$ cat config.mk
export PLATFORM = sky130hd
export DESIGN_NAME = redmule_tile_eoc_axi_writer_flat
export DESIGN_NICKNAME = d
export VERILOG_FILES = /design/src/rtl/redmule_tile_eoc_axi_writer_if.sv /design/src/rtl/redmule_tile_eoc_axi_writer.sv /design/src/flat_wrapper.sv
export SDC_FILE = /design/constraint.sdc
export NUM_CORES = 1
export LEC_CHECK = 0
export CAP_MARGIN = 30
export CORE_UTILIZATION = 32
export DETAILED_ROUTE_END_ITERATION = 10
export PLACE_DENSITY = 0.81
export SETUP_SLACK_MARGIN = 0.4
export SLEW_MARGIN = 20
export SYNTH_ARGS = -nofsm -noshare
export SYNTH_HDL_FRONTEND = slang
export SYNTH_SLANG_ARGS = --single-unit
export TNS_END_PERCENT = 100
$ cat constraint.sdc
create_clock -name clk -period 1.95 [get_ports clk]
set_input_delay 0.39 -clock clk [delete_from_list [all_inputs] [get_ports clk]]
set_output_delay 0.39 -clock clk [all_outputs]
set_load 0.01 [all_outputs]
$ cat src/rtl/redmule_tile_eoc_axi_writer_if.sv
// AXI4 channel bundle between the EOC writer (master) and the L2 mailbox (slave).
// The AR/R group is only exercised when REDMULE_TILE_EOC_READBACK_EN is defined.
`timescale 1ns/1ps
interface redmule_tile_eoc_axi_writer_if #(
    parameter int unsigned ADDR_W = 32,
    parameter int unsigned DATA_W = 32,
    parameter int unsigned ID_W   = 1
);
    logic                aw_valid_o;
    logic                aw_ready_i;
    logic [ID_W-1:0]     aw_id_o;
    logic [ADDR_W-1:0]   aw_addr_o;
    logic [7:0]          aw_len_o;
    logic [2:0]          aw_size_o;
    logic [1:0]          aw_burst_o;
    logic                w_valid_o;
    logic                w_ready_i;
    logic [DATA_W-1:0]   w_data_o;
    logic [DATA_W/8-1:0] w_strb_o;
    logic                w_last_o;
    logic                b_valid_i;
    logic                b_ready_o;
    logic [1:0]          b_resp_i;
    logic                ar_valid_o;
    logic                ar_ready_i;
    logic [ID_W-1:0]     ar_id_o;
    logic [ADDR_W-1:0]   ar_addr_o;
    logic                r_valid_i;
    logic                r_ready_o;
    logic [DATA_W-1:0]   r_data_i;
    logic [1:0]          r_resp_i;

    modport master (
        output aw_valid_o, aw_id_o, aw_addr_o, aw_len_o, aw_size_o, aw_burst_o,
               w_valid_o, w_data_o, w_strb_o, w_last_o, b_ready_o,
               ar_valid_o, ar_id_o, ar_addr_o, r_ready_o,
        input  aw_ready_i, w_ready_i, b_valid_i, b_resp_i,
               ar_ready_i, r_valid_i, r_data_i, r_resp_i
    );

    modport slave (
        input  aw_valid_o, aw_id_o, aw_addr_o, aw_len_o, aw_size_o, aw_burst_o,
               w_valid_o, w_data_o, w_strb_o, w_last_o, b_ready_o,
               ar_valid_o, ar_id_o, ar_addr_o, r_ready_o,
        output aw_ready_i, w_ready_i, b_valid_i, b_resp_i,
               ar_ready_i, r_valid_i, r_data_i, r_resp_i
    );
endinterface

$ cat src/rtl/redmule_tile_eoc_axi_writer.sv
// Single-shot AXI4 writer of the tile's end-of-computation word, with retry on error responses.
// Optional readback verification via macro REDMULE_TILE_EOC_READBACK_EN; rst_n is active-HIGH async.
`timescale 1ns/1ps
module redmule_tile_eoc_axi_writer #(
    parameter int unsigned       ADDR_W    = 32,
    parameter int unsigned       DATA_W    = 32,
    parameter int unsigned       ID_W      = 1,
    parameter logic [ADDR_W-1:0] EOC_ADDR  = ADDR_W'(32'h2C03_0000),
    parameter int unsigned       MAX_RETRY = 3
) (
    input  logic                                clk,
    input  logic                                rst_n,
    input  logic                                eoc_valid_i,
    input  logic [31:0]                         eoc_code_i,
    output logic                                eoc_ready_o,
    redmule_tile_eoc_axi_writer_if.master       axi,
    output logic                                done_o,
    output logic                                err_o
);
    localparam int unsigned NB    = DATA_W / 8;
    localparam int unsigned OFS_W = $clog2(NB);
    localparam int unsigned LANE  = int'(EOC_ADDR[OFS_W-1:0]) / 4;
    localparam logic [1:0]  RESP_OKAY  = 2'b00;
    localparam logic [1:0]  BURST_INCR = 2'b01;

`ifdef REDMULE_TILE_EOC_READBACK_EN
    typedef enum logic [2:0] {IDLE, WRITE, WAIT_B, READ, WAIT_R, DONE, FAIL} state_t;
    localparam state_t AFTER_B = READ;
`else
    typedef enum logic [2:0] {IDLE, WRITE, WAIT_B, DONE, FAIL} state_t;
    localparam state_t AFTER_B = DONE;
`endif

    state_t      state_q, state_d;
    logic [31:0] word_q;
    logic [3:0]  retry_q;
    logic        aw_done_q, w_done_q;
    logic        aw_hs, w_hs, retry_ok, rewrite;
    logic        unused;

    assign aw_hs    = axi.aw_valid_o && axi.aw_ready_i;
    assign w_hs     = axi.w_valid_o && axi.w_ready_i;
    assign retry_ok = retry_q < 4'(MAX_RETRY);

    always_comb begin
        state_d = state_q;
        rewrite = 1'b0;
        unique case (state_q)
            IDLE:   if (eoc_valid_i) state_d = WRITE;
            WRITE:  if ((aw_done_q || aw_hs) && (w_done_q || w_hs)) state_d = WAIT_B;
            WAIT_B: if (axi.b_valid_i) begin
                if (axi.b_resp_i == RESP_OKAY) begin
                    state_d = AFTER_B;
                end else begin
                    rewrite = retry_ok;
                    state_d = retry_ok ? WRITE : FAIL;
                end
            end
`ifdef REDMULE_TILE_EOC_READBACK_EN
            READ:   if (axi.ar_ready_i) state_d = WAIT_R;
            WAIT_R: if (axi.r_valid_i) begin
                if (axi.r_resp_i == RESP_OKAY && axi.r_data_i[LANE*32 +: 32] == word_q) begin
                    state_d = DONE;
                end else begin
                    rewrite = retry_ok;
                    state_d = retry_ok ? WRITE : FAIL;
                end
            end
`endif
            DONE, FAIL: state_d = state_q;
            default:    state_d = IDLE;
        endcase
    end

    always_ff @(posedge clk or posedge rst_n) begin
        if (rst_n) begin
            state_q   <= IDLE;
            word_q    <= '0;
            retry_q   <= '0;
            aw_done_q <= 1'b0;
            w_done_q  <= 1'b0;
        end else begin
            state_q <= state_d;
            // LSB forced high so the mailbox poller never mistakes a valid code for "empty"
            if (eoc_ready_o && eoc_valid_i) word_q <= {eoc_code_i[30:0], 1'b1};
            if (rewrite) retry_q <= retry_q + 4'd1;
            if (state_q != WRITE) begin
                aw_done_q <= 1'b0;
                w_done_q  <= 1'b0;
            end else begin
                aw_done_q <= aw_done_q || aw_hs;
                w_done_q  <= w_done_q || w_hs;
            end
        end
    end

    assign eoc_ready_o    = (state_q == IDLE) && !rst_n;
    assign done_o         = (state_q == DONE);
    assign err_o          = (state_q == FAIL);

    assign axi.aw_valid_o = (state_q == WRITE) && !aw_done_q;
    assign axi.aw_id_o    = '0;
    assign axi.aw_addr_o  = EOC_ADDR;
    assign axi.aw_len_o   = 8'd0;
    assign axi.aw_size_o  = 3'(OFS_W);
    assign axi.aw_burst_o = BURST_INCR;
    assign axi.w_valid_o  = (state_q == WRITE) && !w_done_q;
    assign axi.w_data_o   = DATA_W'(word_q) << (LANE * 32);
    assign axi.w_strb_o   = NB'(4'hF) << (LANE * 4);
    assign axi.w_last_o   = 1'b1;
    assign axi.b_ready_o  = (state_q == WRITE) || (state_q == WAIT_B);
    assign axi.ar_id_o    = '0;
    assign axi.ar_addr_o  = EOC_ADDR;
`ifdef REDMULE_TILE_EOC_READBACK_EN
    assign axi.ar_valid_o = (state_q == READ);
    assign axi.r_ready_o  = (state_q == WAIT_R);
`else
    assign axi.ar_valid_o = 1'b0;
    assign axi.r_ready_o  = !rst_n;
`endif

    assign unused = ^{eoc_code_i[31], axi.ar_ready_i, axi.r_valid_i, axi.r_data_i, axi.r_resp_i};

    // A write response is only legal once both AW and W of the attempt have handshaken
    b_before_aw_w: assert property (@(posedge clk) disable iff (rst_n)
        !(state_q == WRITE && axi.b_valid_i));
endmodule
$ cat src/flat_wrapper.sv
// flat-port wrapper written by rule: the top's interface ports become plain ports
module redmule_tile_eoc_axi_writer_flat 
#(
    parameter int unsigned       ADDR_W    = 32,
    parameter int unsigned       DATA_W    = 32,
    parameter int unsigned       ID_W      = 1,
    parameter logic [ADDR_W-1:0] EOC_ADDR  = ADDR_W'(32'h2C03_0000),
    parameter int unsigned       MAX_RETRY = 3
)
  (clk, rst_n, eoc_valid_i, eoc_code_i, eoc_ready_o, done_o, err_o, axi_aw_valid_o, axi_aw_id_o, axi_aw_addr_o, axi_aw_len_o, axi_aw_size_o, axi_aw_burst_o, axi_w_valid_o, axi_w_data_o, axi_w_strb_o, axi_w_last_o, axi_b_ready_o, axi_ar_valid_o, axi_ar_id_o, axi_ar_addr_o, axi_r_ready_o, axi_aw_ready_i, axi_w_ready_i, axi_b_valid_i, axi_b_resp_i, axi_ar_ready_i, axi_r_valid_i, axi_r_data_i, axi_r_resp_i);
  redmule_tile_eoc_axi_writer_if #(.ADDR_W(ADDR_W), .DATA_W(DATA_W), .ID_W(ID_W)) axi_i ();
  input  logic clk;
  input  logic rst_n;
  input  logic eoc_valid_i;
  input  logic [31:0] eoc_code_i;
  output logic eoc_ready_o;
  output logic done_o;
  output logic err_o;
  output wire logic [$bits(axi_i.aw_valid_o)-1:0] axi_aw_valid_o;
  output wire logic [$bits(axi_i.aw_id_o)-1:0] axi_aw_id_o;
  output wire logic [$bits(axi_i.aw_addr_o)-1:0] axi_aw_addr_o;
  output wire logic [$bits(axi_i.aw_len_o)-1:0] axi_aw_len_o;
  output wire logic [$bits(axi_i.aw_size_o)-1:0] axi_aw_size_o;
  output wire logic [$bits(axi_i.aw_burst_o)-1:0] axi_aw_burst_o;
  output wire logic [$bits(axi_i.w_valid_o)-1:0] axi_w_valid_o;
  output wire logic [$bits(axi_i.w_data_o)-1:0] axi_w_data_o;
  output wire logic [$bits(axi_i.w_strb_o)-1:0] axi_w_strb_o;
  output wire logic [$bits(axi_i.w_last_o)-1:0] axi_w_last_o;
  output wire logic [$bits(axi_i.b_ready_o)-1:0] axi_b_ready_o;
  output wire logic [$bits(axi_i.ar_valid_o)-1:0] axi_ar_valid_o;
  output wire logic [$bits(axi_i.ar_id_o)-1:0] axi_ar_id_o;
  output wire logic [$bits(axi_i.ar_addr_o)-1:0] axi_ar_addr_o;
  output wire logic [$bits(axi_i.r_ready_o)-1:0] axi_r_ready_o;
  input wire logic [$bits(axi_i.aw_ready_i)-1:0] axi_aw_ready_i;
  input wire logic [$bits(axi_i.w_ready_i)-1:0] axi_w_ready_i;
  input wire logic [$bits(axi_i.b_valid_i)-1:0] axi_b_valid_i;
  input wire logic [$bits(axi_i.b_resp_i)-1:0] axi_b_resp_i;
  input wire logic [$bits(axi_i.ar_ready_i)-1:0] axi_ar_ready_i;
  input wire logic [$bits(axi_i.r_valid_i)-1:0] axi_r_valid_i;
  input wire logic [$bits(axi_i.r_data_i)-1:0] axi_r_data_i;
  input wire logic [$bits(axi_i.r_resp_i)-1:0] axi_r_resp_i;
  assign axi_aw_valid_o = axi_i.aw_valid_o;
  assign axi_aw_id_o = axi_i.aw_id_o;
  assign axi_aw_addr_o = axi_i.aw_addr_o;
  assign axi_aw_len_o = axi_i.aw_len_o;
  assign axi_aw_size_o = axi_i.aw_size_o;
  assign axi_aw_burst_o = axi_i.aw_burst_o;
  assign axi_w_valid_o = axi_i.w_valid_o;
  assign axi_w_data_o = axi_i.w_data_o;
  assign axi_w_strb_o = axi_i.w_strb_o;
  assign axi_w_last_o = axi_i.w_last_o;
  assign axi_b_ready_o = axi_i.b_ready_o;
  assign axi_ar_valid_o = axi_i.ar_valid_o;
  assign axi_ar_id_o = axi_i.ar_id_o;
  assign axi_ar_addr_o = axi_i.ar_addr_o;
  assign axi_r_ready_o = axi_i.r_ready_o;
  assign axi_i.aw_ready_i = axi_aw_ready_i;
  assign axi_i.w_ready_i = axi_w_ready_i;
  assign axi_i.b_valid_i = axi_b_valid_i;
  assign axi_i.b_resp_i = axi_b_resp_i;
  assign axi_i.ar_ready_i = axi_ar_ready_i;
  assign axi_i.r_valid_i = axi_r_valid_i;
  assign axi_i.r_data_i = axi_r_data_i;
  assign axi_i.r_resp_i = axi_r_resp_i;
  redmule_tile_eoc_axi_writer #(.ADDR_W(ADDR_W), .DATA_W(DATA_W), .ID_W(ID_W), .EOC_ADDR(EOC_ADDR), .MAX_RETRY(MAX_RETRY)) u_core (.clk(clk), .rst_n(rst_n), .eoc_valid_i(eoc_valid_i), .eoc_code_i(eoc_code_i), .eoc_ready_o(eoc_ready_o), .axi(axi_i), .done_o(done_o), .err_o(err_o));
endmodule
---- Yosys cells after proc, flatten, opt, wreduce, memory -nomap -nowiden ----
Index checks and enable logic that the tools add are counted.
word-level totals
  register bits after elaboration ......... 41
  bits of input ports ..................... 76
  logic and storage cells ................. 44
  output and inout port bits .............. 124
operators by class
  muxes and demuxes ....................... 11
  bitwise logic cells ..................... 1
  equal/unequal tests ..................... 8
  reduce and logical (&&, ||, !) cells .... 17
  order comparisons ....................... 1
  $add $sub $neg .......................... 1
operators with widths
  operator             count
  $mux 3               5
  $pmux 3 s4           1
  $logic_and 1x1->1    7
  $eq 3x2->1 const B   2
  $mux 1               5
  $add 4x1->4 const B  1
  $lt 4x2->1 const B   1
  $ne 2x2->1 const B   2
  $reduce_and 4->1     1
  $eq 3x1->1 const B   1
  $eq 3x3->1 const B   1
  $logic_not 1->1      3
  $logic_not 3->1      1
  $logic_or 1x1->1     3
  $ne 3x1->1 const B   1
  $logic_not 2->1      1
  $ne 2x1->1 const B   1
  $reduce_or 2->1      1
  $not 1->1            1

---- Logic depth before layout (Yosys ltp) ----
Gate-level depths: netlist of the first run.
  word-level depth ........................ 7
  gate-level depth with buffers ........... 5
  gate-level depth less buffers ........... 4

---- Worst setup path before layout of the first run ----
OpenSTA, ideal clock, no wires.
  path type ............................... input to register
  start ................................... input rst_n
  end ..................................... register u_core.word_q[10] (netlist: u_core.axi.w_data_o[10])
  arrival time ............................ 2.047 ns
  stages .................................. 4
  path slack .............................. -0.224 ns
  library setup time ...................... 0.127 ns
  path through ............................ inv_1 -> nand3b_4 -> buf_6 -> mux2_1
between the ends
  word-level cells in the longest chain between the ends .. 3
RTL lines
  item                              line                               RTL
  start: declaration                flat_wrapper.sv:13                 input logic rst_n;
  $logic_not 1->1 (no source line)  -
  $logic_and 1x1->1                 redmule_tile_eoc_axi_writer.sv:97  assign eoc_ready_o = (state_q == IDLE) && !rst_n;
  $logic_and 1x1->1                 redmule_tile_eoc_axi_writer.sv:85  if (eoc_ready_o && eoc_valid_i) word_q <= {eoc_code_i[30:0], 1'b1};
  end signal: assignment            redmule_tile_eoc_axi_writer.sv:85
  end: declaration                  redmule_tile_eoc_axi_writer.sv:35  logic [31:0] word_q;
Every way passes these cells.
A chain may end at the register's enable or synchronous reset.

---- Worst setup path after layout of the first run ----
  start ................................... register u_core.state_q[2]
  end ..................................... output done_o
between the ends
  word-level cells in the longest chain between the ends .. 1
RTL lines
  item                      line                               RTL
  start: declaration        redmule_tile_eoc_axi_writer.sv:34  state_t state_q, state_d;
  start signal: assignment  redmule_tile_eoc_axi_writer.sv:83  state_q <= state_d;
  $eq 3x2->1                redmule_tile_eoc_axi_writer.sv:98  assign done_o = (state_q == DONE);
  end: declaration          flat_wrapper.sv:17                 output logic done_o;
Every way passes these cells.

==> results of run 1 <==
## per-layer routing
metal	GRT usage [%]	wire length, um
met5	0	0
met4	4.02	51
met3	2.94	372
met2	23.5	2560
met1	14.6	1900
## area by class of cell
cell class | instances | area [um^2]
Timing Repair Buffer | 102 | 1090
Multi-Input combinational cell | 154 | 1060
Clock inverter | 1 | 5.00
Fill cell | 637 | 3500
Inverter | 1 | 7.51
Sequential cell | 41 | 1030
Clock buffer | 7 | 96.3
Tap cell | 96 | 120
## cells by family after synthesis
| logic type | Yosys count | synth area share, % |
|---|---|---|
| adder cells (fa/ha/maj) | 1 | 0.538 |
| other | 2 | 0.323 |
| flip-flops | 41 | 44.1 |
| multiplexers | 32 | 15.5 |
| XOR/XNOR | 2 | 0.754 |
| AO/OA/AOI/OAI | 8 | 2.42 |
| AND/OR/NAND/NOR | 26 | 6.73 |
| buffers and inverters | 92 | 29.6 |
## what timing repair did
item / CTS / global route
pin swaps: 0 / 3
endpoints found under the setup margin: 70 / 40
resized for setup: 94 / 11
cloned: 4 / 0
setup buffers: 11 / 2
## stage by stage
step                utilization (%)  TNS [ns]  setup WS (ns)
finish                         49.3         0          0.251
global route                   49.3         0          0.200
CTS                            48.4         0          0.218
detailed placement             42.6    -0.183        -0.0657
global placement               42.6   -0.0594        -0.0594
floorplan                         -         0        0.00460
## cell usage in the layout (no fill, tap or decap), types with 4 or more instances in the layout
cell | netlist | routed
buf_4 | 85 | 10
buf_6 | 3 | 6
mux2_4 | 0 | 23
mux2_1 | 32 | 9
buf_12 | 0 | 7
dfrtp_1 | 41 | 38
buf_16 | 0 | 4
conb_1 | 2 | 85
nor2_1 | 10 | 9
clkdlybuf4s50_1 | 0 | 37
clkbuf_8 | 0 | 7
dlygate4sd2_1 | 0 | 34
## state kept, by name, summed over array words and instances (netlist names)
register             cells
u_core.state_q           3
u_core.retry_q           4
u_core.w_done_q          1
u_core.axi.w_data_o     32
u_core.aw_done_q         1
## critical path, cell delays in order (launching register included)
cell and delay [ns]:
dfrtp_2 0.43, buf_4 0.14, and2b_1 0.21, and2_4 0.14
buf_6 0.09
## worst max-delay path by stage
stage / slack, ns / startpoint / end / depth (start not counted)
finish: 0.25 / u_core.state_q[2] / done_o / 4
global route: 0.20 / u_core.state_q[2] / u_core.axi.w_data_o[15] / 6
CTS: 0.22 / u_core.state_q[0] / axi_w_valid_o / 4
detailed placement: -0.07 / rst_n / eoc_ready_o / 3
global placement: -0.06 / rst_n / eoc_ready_o / 3
floorplan: 0.005 / rst_n / u_core.axi.w_data_o[10] / 4
## where the power goes
| group | internal [mW] | switching [mW] | total (mW) |
|---|---|---|---|
| sequential | 1.24 | 0.238 | 1.48 |
| clock | 0.320 | 0.285 | 0.605 |
| combinational | 1.19 | 0.829 | 2.02 |
==> flow_summary.json, run 1 <==
{
  "setup.worst_path.class": "reg2out",
  "port_buffers": 77,
  "grt_max_degree": 42,
  "cts_buffers": 5,
  "avgSynthCellArea_um2": 11.4,
  "reg2reg_to": "u_core.axi.w_data_o[1]",
  "start_util_pct": 33.7,
  "wl_per_cell_um": 12.2,
  "ys_seq_elements": 41,
  "timing.final.crit_share_pct": 87.1,
  "coreArea_mm2": 0.00691,
  "critPathCaptureType": "output port",
  "instances_no_fill": 402,
  "required_ns": 1.56,
  "yosysTopAreaCellShare_pct": 44.1,
  "cts-htree-levels": 2,
  "syn_to_final_growth_pct": 46.6,
  "rrSetupSlack_ns": 0.26,
  "drv_slew": 0,
  "synth_ff_type": "dfrtp_1",
  "grt_pass1_vias": 1467,
  "synthTopCellsByCount": "buf_4, dfrtp_1, mux2_1",
  "powerDensity_mw_per_mm2": 1200,
  "grt-ovfl-total": 0,
  "grt_pass1_wl_mm": 7.27,
  "synth.cell_area_mm2": 0.00232,
  "cts_max_path_buffers": 2,
  "drt-initial-drc-count": 42,
  "ys_warn_count": 0,
  "p_leak_nw": 1.79,
  "status": "finished, final reports clean",
  "whs_ns": 0.390,
  "dp.cells": 377,
  "numClockSinks": 41,
  "hold_buffers": 0,
  "timing.final.crit_period_ns": 1.70,
  "synthCells": 204,
  "rows": 30,
  "timing.rr.start": "u_core.state_q[2]",
  "diodes": 0,
  "ant_nets": 0,
  "ir_drop_mv": 0.715,
  "track_usage_pct": 12.8,
  "finish.net_count": 382,
  "drc": 0,
  "worst_ep_arrival_time_ns": 1.31,
  "fmax_mhz": 589,
  "vias": 1554,
  "startpoint_type": "flop",
  "hp-class": "reg2reg",
  "viasPerCell": 3.87,
  "r2r_cells": 6,
  "worst_pin_slew_ns": 0.523,
  "globalplace.congestion": 0.761,
  "synthDistinctLibCells": 29,
  "insertion_delay_ns": 0.29,
  "wl_mm": 4.89,
  "drv_cap": 0,
  "seq_area_frac_synth_pct": 44.1,
  "grt_antenna_before_repair": 0,
  "place_area_mm2": 0.00294,
  "drive_above_1_share_pct": 25.2,
  "clockRootBuffer": "clkbuf_8",
  "async_reset_ff_share_pct": 100,
  "hpwl_mm": 3.00,
  "skew_ns": 0.00803,
  "cp_max_fo": 3,
  "min-delay-start": "u_core.retry_q[3]",
  "ys_top_cells_by_area": "dfrtp_1, buf_4, mux2_1, nor2_1, buf_6",
  "hold_depth": 0,
  "clk_pin_slew_worst_paths_ns": 0.08,
  "die_y_um": 87.2,
  "fin_total_pwr_mw": 4.10,
  "holdPathEnd": "u_core.retry_q[3]",
  "rsz0062_at_grt": "yes",
  "hold_viol": 0,
  "fin_area_mm2": 0.00341,
  "dr.pass1.iters": 4,
  "cts_tree": "built",
  "ios": 200,
  "synth_largest_area_cell": "dfrtp_1",
  "die_area_mm2": 0.00761,
  "synth.most_common_cell": "buf_4",
  "max_slew_margin_pct": 65.1,
  "synth_edf_count": 0,
  "die_x_um": 87.2,
  "finalSetupViolations": 0
}
Note: power is estimated with default switching activity, not from simulation.
==> inputs of run 2 (changes only) <==
- TNS_END_PERCENT: 100 -> 1
==> run 2 against run 1 <==
Against the previous run: sequential share of layout area up 3.2 points; die area unchanged; core utilization down 4.7 points; highest routed layer unchanged; critical path type unchanged; critical endpoint is now axi_b_ready_o; critical path depth unchanged; via count down 5.6%; design area down 9.5%; setup slack better by 0.031 ns.
==> flow_summary.json, run 2 (same netlist as run 1, synthesis figures left out) <==
{
  "drv_cap": 0,
  "instances_no_fill": 390,
  "syn_to_final_growth_pct": 32.7,
  "drive_above_1_share_pct": 12.6,
  "powerDensity_mw_per_mm2": 1270,
  "rows": 30,
  "drc": 0,
  "seqCellArea_mm2": 0.00103,
  "timing.rr.start": "u_core.state_q[1]",
  "hold_buffers": 0,
  "place_area_mm2": 0.00294,
  "mostFrequentLayoutCells": "conb_1, clkdlybuf4s50_1, dfrtp_1, mux2_1, nor2_1",
  "final.setup.tns_ns": 0,
  "critPathCaptureType": "output port",
  "startpoint_type": "flop",
  "fin_total_pwr_mw": 3.92,
  "port_buffers": 77,
  "ant_nets": 0,
  "n_fill_cell": 658,
  "rsz0062_at_grt": "yes",
  "fmax_mhz": 599,
  "finalSetupViolations": 0,
  "r2r_cells": 6,
  "timing.final.crit_period_ns": 1.67,
  "die_y_um": 87.2,
  "largest_reg_flops": 32,
  "grt_pass1_wl_mm": 6.24,
  "dp.cells": 377,
  "grt_busiest_layer": "met2",
  "cp_max_fo": 6,
  "die_x_um": 87.2,
  "status": "finished, final reports clean",
  "coreArea_mm2": 0.00691,
  "insertion_delay_ns": 0.29,
  "fin_area_mm2": 0.00308,
  "wl_per_cell_um": 10.4,
  "grt-ovfl-total": 0,
  "ir_drop_mv": 0.617,
  "vias": 1467,
  "drt-initial-drc-count": 27,
  "start_util_pct": 33.7,
  "hp-class": "reg2reg",
  "wl_mm": 4.05,
  "timing.final.crit_share_pct": 85.6,
  "drv_slew": 0,
  "grt_antenna_before_repair": 0,
  "finish.net_count": 370,
  "hpwl_mm": 3.00,
  "worst_pin_slew_ns": 0.514,
  "track_usage_pct": 10.8,
  "setup.worst_path.class": "reg2out",
  "use_met2_pct": 19.2,
  "required_ns": 1.56,
  "cts_tree": "built",
  "clk_pin_slew_worst_paths_ns": 0.08,
  "die_area_mm2": 0.00761,
  "dr.pass1.iters": 4,
  "min-delay-start": "u_core.retry_q[3]",
  "worst_ep_arrival_time_ns": 1.28,
  "ios": 200,
  "holdPathEnd": "u_core.retry_q[3]",
  "hold_depth": 0,
  "multi_input_area_um2": 945,
  "met1_usage_pct": 12.5,
  "cts_buffers": 5,
  "max_slew_margin_pct": 65.7,
  "reg2reg_to": "u_core.retry_q[1]",
  "globalplace.congestion": 0.761,
  "grt_pass1_vias": 1309,
  "rrSetupSlack_ns": 0.29,
  "viasPerCell": 3.76,
  "numClockSinks": 41,
  "hold_viol": 0,
  "skew_ns": 0.0112,
  "cts_max_path_buffers": 2,
  "mostFrequentLayoutCell": "conb_1",
  "diodes": 0,
  "p_leak_nw": 1.48,
  "grt_max_degree": 42,
  "clockRootBuffer": "clkbuf_8",
  "met3_usage_pct": 2.94,
  "cts-htree-levels": 2
}
-- run 2: cell count changes in the layout (fill, tap and decap cells not counted), sizes merged --
cell | before | now
clkdlybuf4s50 | 37 | 69
dlygate4sd2 | 34 | 2
buf | 30 | 16
clkbuf | 7 | 10
clkdlybuf4s15 | 1 | 0
-- run 2: layout make-up --
cell class | instances | area share, %
Clock inverter | 1 | 0.162
Inverter | 1 | 0.243
Sequential cell | 41 | 33.4
Timing Repair Buffer | 90 | 28.6
Tap cell | 96 | 3.89
Clock buffer | 7 | 3.12
Multi-Input combinational cell | 154 | 30.6
-- run 2: metrics by stage --
| step | setup WS, ns | utilization (%) | hold WS [ns] |
|---|---|---|---|
| floorplan | 0.00460 | - | 0.408 |
| global placement | -0.0594 | 42.6 | 0.367 |
| detailed placement | -0.0657 | 42.6 | 0.369 |
| CTS | 0.179 | 44.4 | 0.388 |
| global route | 0.196 | 44.7 | 0.401 |
| finish | 0.282 | 44.7 | 0.388 |
-- run 2: per-layer routing --
layer | share of wire, % | vias up
met1 | 39 | 691
met4 | 0.89 | 0
li1 | - | 672
met2 | 52 | 99
met3 | 8.8 | 5
met5 | 0 | -
-- run 2: worst max path at each step --
| stage | from | to | slack, ns |
|---|---|---|---|
| global placement | rst_n | eoc_ready_o | -0.06 |
| floorplan | rst_n | u_core.axi.w_data_o[10] | 0.005 |
| global route | u_core.state_q[2] | axi_aw_valid_o | 0.20 |
| CTS | u_core.state_q[0] | axi_b_ready_o | 0.18 |
| detailed placement | rst_n | eoc_ready_o | -0.07 |
| finish | u_core.state_q[0] | axi_b_ready_o | 0.28 |
-- run 2: where the power goes --
| group | leakage (nW) | switching, mW | internal [mW] | total (mW) |
|---|---|---|---|---|
| combinational | 0.927 | 0.745 | 1.10 | 1.85 |
| sequential | 0.499 | 0.229 | 1.24 | 1.47 |
| clock | 0.0542 | 0.284 | 0.320 | 0.604 |
| total | 1.48 | 1.26 | 2.66 | 3.92 |
-- run 2: repair_timing --
item                                    CTS  global route
endpoints found under the hold margin     0             0
gates resized for setup                  20            13
setup buffers                             4             1
pin swaps                                 0             2
endpoints found under the setup margin   70            70
-- run 2: worst max-delay path: stages, from the launching register on --
cell and delay, ns:
dfrtp_2 0.47, buf_6 0.15, xnor2_2 0.12, nor2_1 0.10, buf_2 0.14
